`src/rtl/riscv_pkg.sv`:
```
// rtl/riscv_pkg.sv - shared fetch-stage constants and state encoding
package riscv_pkg;

    localparam logic [31:0] NOP_INSTR = 32'h0000_0013;

    typedef enum logic [1:0] {
        RUN   = 2'd0,
        STALL = 2'd1,
        FLUSH = 2'd2
    } fetch_state_t;

endpackage

```
`src/rtl/sat_counter.sv`:
```
// rtl/sat_counter.sv - event counter that sticks at all-ones until reset
module sat_counter #(
    parameter int W = 16
) (
    input  logic         clk,
    input  logic         reset,
    input  logic         inc,
    output logic [W-1:0] count
);

    always_ff @(posedge clk) begin
        if (reset) begin
            count <= '0;
        end else if (inc && (count != {W{1'b1}})) begin
            count <= count + 1'b1;
        end
    end

endmodule

```
`src/rtl/fetch_ifid_ctrl.sv`:
```
// rtl/fetch_ifid_ctrl.sv - PC register and IF/ID pipeline register with stall/flush control
module fetch_ifid_ctrl
    import riscv_pkg::*;
#(
    parameter int              PC_W          = 32,
    parameter logic [PC_W-1:0] RESET_PC      = '0,
    parameter int              FLUSH_BUBBLES = 0,
    parameter int              CNT_W         = 16
) (
    input  logic              clk,
    input  logic              reset,
    input  logic              hazard_n,
    input  logic              redirect,
    input  logic [PC_W-1:0]   redirect_pc,
    input  logic [31:0]       imem_rdata,
    output logic [PC_W-1:0]   imem_addr,
    output logic [PC_W-1:0]   ifid_pc,
    output logic [31:0]       ifid_instr,
    output logic              ifid_valid,
    output logic [CNT_W-1:0]  stall_cnt,
    output logic [CNT_W-1:0]  flush_cnt
);

    localparam logic [PC_W-1:0] ALIGN_MASK  = {{(PC_W-2){1'b1}}, 2'b00};
    localparam logic [PC_W-1:0] PC_STEP     = {{(PC_W-3){1'b0}}, 3'd4};
    localparam logic [1:0]      BUBBLE_INIT = 2'(FLUSH_BUBBLES);

    fetch_state_t      state_q, state_d;
    logic [1:0]        bubble_q, bubble_d;
    logic [PC_W-1:0]   pc_q, pc_d;
    logic [PC_W-1:0]   ifid_pc_q, ifid_pc_d;
    logic [31:0]       ifid_instr_q, ifid_instr_d;
    logic              ifid_valid_q, ifid_valid_d;
    logic              stall_inc, flush_inc;

    always_comb begin
        state_d      = state_q;
        bubble_d     = bubble_q;
        pc_d         = pc_q;
        ifid_pc_d    = ifid_pc_q;
        ifid_instr_d = ifid_instr_q;
        ifid_valid_d = ifid_valid_q;
        stall_inc    = 1'b0;
        flush_inc    = 1'b0;

        // A redirect overrides everything, including an in-progress bubble sequence.
        if (redirect) begin
            pc_d         = redirect_pc & ALIGN_MASK;
            ifid_pc_d    = '0;
            ifid_instr_d = NOP_INSTR;
            ifid_valid_d = 1'b0;
            flush_inc    = 1'b1;
            bubble_d     = BUBBLE_INIT;
            state_d      = (FLUSH_BUBBLES == 0) ? RUN : FLUSH;
        end else begin
            case (state_q)
                FLUSH: begin
                    ifid_instr_d = NOP_INSTR;
                    ifid_valid_d = 1'b0;
                    bubble_d     = bubble_q - 2'd1;
                    if (bubble_q <= 2'd1) begin
                        state_d = RUN;
                    end
                end
                RUN, STALL: begin
                    if (!hazard_n) begin
                        stall_inc = 1'b1;
                        state_d   = STALL;
                    end else begin
                        ifid_pc_d    = pc_q;
                        ifid_instr_d = imem_rdata;
                        ifid_valid_d = 1'b1;
                        pc_d         = pc_q + PC_STEP;
                        state_d      = RUN;
                    end
                end
                default: begin
                    state_d = RUN;
                end
            endcase
        end
    end

    always_ff @(posedge clk) begin
        if (reset) begin
            state_q      <= RUN;
            bubble_q     <= 2'd0;
            pc_q         <= RESET_PC;
            ifid_pc_q    <= '0;
            ifid_instr_q <= NOP_INSTR;
            ifid_valid_q <= 1'b0;
        end else begin
            state_q      <= state_d;
            bubble_q     <= bubble_d;
            pc_q         <= pc_d;
            ifid_pc_q    <= ifid_pc_d;
            ifid_instr_q <= ifid_instr_d;
            ifid_valid_q <= ifid_valid_d;
        end
    end

    sat_counter #(.W(CNT_W)) u_stall_cnt (
        .clk   (clk),
        .reset (reset),
        .inc   (stall_inc),
        .count (stall_cnt)
    );

    sat_counter #(.W(CNT_W)) u_flush_cnt (
        .clk   (clk),
        .reset (reset),
        .inc   (flush_inc),
        .count (flush_cnt)
    );

    assign imem_addr  = pc_q;
    assign ifid_pc    = ifid_pc_q;
    assign ifid_instr = ifid_instr_q;
    assign ifid_valid = ifid_valid_q;

endmodule

```
`config.mk`:
```
export PLATFORM = sky130hd
export DESIGN_NAME = fetch_ifid_ctrl
export DESIGN_NICKNAME = d
export VERILOG_FILES = /design/src/rtl/riscv_pkg.sv /design/src/rtl/sat_counter.sv /design/src/rtl/fetch_ifid_ctrl.sv
export SDC_FILE = /design/constraint.sdc
export NUM_CORES = 1
export LEC_CHECK = 0
export ABC_AREA = 1
export BUFFER_PORTS_ARGS = -buffer_cell sky130_fd_sc_hd__buf_4
export CAP_MARGIN = 20
export CORE_MARGIN = 4
export CORE_UTILIZATION = 30
export CTS_BUF_LIST = sky130_fd_sc_hd__clkbuf_4 sky130_fd_sc_hd__clkbuf_8 sky130_fd_sc_hd__clkbuf_16
export DETAILED_ROUTE_END_ITERATION = 6
export PLACE_DENSITY = 0.56
export SYNTH_ARGS = -nofsm -noshare
export SYNTH_HDL_FRONTEND = slang
export SYNTH_SLANG_ARGS = --single-unit
```
`constraint.sdc`:
```
create_clock -name clk -period 1.9 [get_ports clk]
set_input_delay 0.19 -clock clk [delete_from_list [all_inputs] [get_ports clk]]
set_output_delay 0.19 -clock clk [all_outputs]
set_load 0.05 [all_outputs]
```
==> out/results.txt <==
status = complete, no violations
Slowest Stage Delay on Critical Path = 0.45 ns
die height = 150 um
Residual DRC = 0
Routed met3 length = 1350 um
post-route setup slack = 0.182 ns
post-synthesis cell count = 870
Rows = 51
top_reg_cell synth = dfxtp_1
first-pass GRT wire length = 30700 um
initial antenna violation count = 0
Setup Buffers After CTS = 0
Routed Antenna Nets = 0
worst-skew pair later-pin latency = 0.42 ns
fin nets = 1139
Synth top area share = 0.414
Worst setup EP type = register
setup_tns = 0 ns
Starting Density = 0.307
Cell Area, Synth = 6040 um^2
Die X = 150 um
GR Overflow Total = 0
CP cell instances = ha_1 -> nand2_1 -> nor2_4 -> nand2_2 -> nor2_1 -> or2_2 -> nand3_1 -> a21oi_1
worst hold path type = in -> reg
crit-path leading delay family = simple AND/OR/NAND/NOR gates
highest routed layer = met4
largest net degree at the start of global routing = 42
Synth warnings = 0
synthesis-stage register bit count = 125
Area contributors post-synth = dfxtp_1, nand2_1, a21oi_1
post-DR vias/cell = 4.63
clk sink count = 125
Die Area = 22500 um^2
Synth area leader = dfxtp_1
final hold violations = 0
Top-Level Pins = 197
IO buf count = 190
post-synth cell types = 38
final clock skew = 0.0105 ns
vias = 6233
Max Cap Viol = 0
routed wl met2 = 8980 um
non-filler cells, final = 1346
Seq/Total Area, Yosys = 0.414
WL final = 19600 um
Setup violations, final = 0
Area Growth Syn to Fin = 39.2%
PwrDens = 840 nW/um^2
CTS H-Tree Depth = 4
post-synthesis async set-or-reset flop share = 0
Clock Pin Slew Worst Setup and Hold Paths = 0.06 ns
Slew Viols, Final = 0
HPWL Detailed = 14300 um
hold slack = 0.0332 ns
wl on met1 = 9060 um
vias in the first global route = 5828
LEAKAGE = 3.51 nW
dpl ws = 0.135 ns
WP buf/inv = 0
WP data required = 2.25 ns
Max Fanout on Critical Path = 6
syn_area_per_cell = 6.94 um^2
wire length per cell = 14.6 um
critical path type = reg -> reg
drt initial violations = 285
n_diodes = 0
CTS max path bufs = 2
R2R setup slack = 0.18 ns
Tcrit/Tclk final = 0.904
Root Buffer = clkbuf_16
CP max-delay cell = dfxtp_1
Max VDD drop = 0.534 mV
Num CTS Buffers = 17
TritonCTS clock tree = yes
core area = 19700 um^2
RSZ-0062 raised after global routing = true
Setup crit start kind = register
Final GP Congestion = 0.807
min Tclk post-route = 1.72 ns
Cells after DPL = 1311
Global Route Usage Sum = 0.171
share of cells above drive strength 1 = 0.264
EDFF count, synth = 0
Pre-Repair DR Iteration Count = 5
fmax = 582 MHz
CP arrival = 2.07 ns
[registers in the layout, summed over array words and instances (netlist names)]
name               count
ifid_instr            32
ifid_pc               30
ifid_valid             1
imem_addr             30
u_flush_cnt.count     16
u_stall_cnt.count     16
[repair_timing]
| item | in CTS | in global routing |
|---|---|---|
| hold endpoints to repair | 3 | 0 |
| endpoints found under the setup margin | 0 | 3 |
| hold buffers | 3 | 0 |
| gates resized for setup | 0 | 1 |
[worst reg2reg max path, delay by kind of cell (launching register included)]
family / cells / cell delay [ns]
flops: 1 / 0.45
simple gates: 6 / 0.88
fa+ha+maj: 1 / 0.22
compound gates: 1 / 0.11
[cell usage after synthesis (5+ instances only)]
cell	n
clkbuf_1	18
nand2_1	291
a22oi_1	19
nand3_1	55
dfxtp_1	125
a31oi_1	6
nor2_1	63
o21ai_0	24
nand4_1	7
nor2_2	7
xor2_1	17
inv_2	5
buf_2	13
a21oi_1	107
inv_1	50
xnor2_1	8
[power by group]
part           switching, mW  internal [mW]
registers             0.0914           2.71
logic                  0.640          0.320
clock network           1.32           1.99
total                   2.05           5.02
[metal layers]
layer	vias up	track usage
met3	16	0.0436
li1	3220	-
met5	-	0
met2	166	0.273
met4	0	0.0439
met1	2831	0.229
[kinds of logic after synthesis]
| kind of cell | share of synthesized area |
|---|---|
| AND/OR/NAND/NOR | 0.318 |
| buffers and inverters | 0.0719 |
| flip-flops | 0.414 |
| XOR/XNOR | 0.0362 |
| AO/OA/AOI/OAI | 0.153 |
| adder cells (fa/ha/maj) | 0.00621 |
| other | 0.000621 |
[area by class of cell]
class / count / area [um^2]
fill: 2111 / 11200
multi-input combinational: 649 / 3120
sequential: 125 / 2500
timing repair buffer: 218 / 1640
clock buffer: 18 / 439
tap: 265 / 332
inverter: 57 / 214
clock inverter: 14 / 156
[cells in the final DEF (no fill, tap or decap), drive strengths merged]
cell / synthesis / routed
nand2: 296 / 296
nor2: 74 / 74
o21bai: 3 / 3
ha: 3 / 3
nand3: 58 / 58
nand4: 7 / 7
a31oi: 6 / 6
xor2: 17 / 17
bufinv: 0 / 2
xnor2: 8 / 8
o21ai: 26 / 26
clkbuf: 19 / 18
buf: 23 / 215
dfxtp: 125 / 125
clkinv: 2 / 4
a21oi: 111 / 111
o221ai: 1 / 1
a22oi: 19 / 19
nand3b: 4 / 4
dlygate4sd3: 0 / 3
and2: 2 / 2
nor3: 6 / 6
conb: 1 / 4
or2: 4 / 4
clkinvlp: 0 / 4
inv: 55 / 61
[metrics by stage]
| stage | cell area [um^2] | util | power, mW |
|---|---|---|---|
| finish | 8410 | 0.428 | 7.07 |
| global route | 8410 | 0.428 | 7.36 |
| CTS | 8410 | 0.428 | 7.17 |
| detailed placement | 7780 | 0.396 | 3.82 |
| global placement | 7780 | 0.396 | 3.82 |
| floorplan | 6060 | - | 3.45 |
[path summary, 6_finish.rpt]
kind                       start             end  cells after the start
setup / recovery    imem_addr[2]   imem_addr[14]                      8
hold / removal     imem_rdata[9]   ifid_instr[9]                      3
setup reg to reg    imem_addr[2]   imem_addr[14]                      8
hold reg to reg   ifid_instr[28]  ifid_instr[28]                      2
Note: power is estimated with default switching activity, not from simulation.
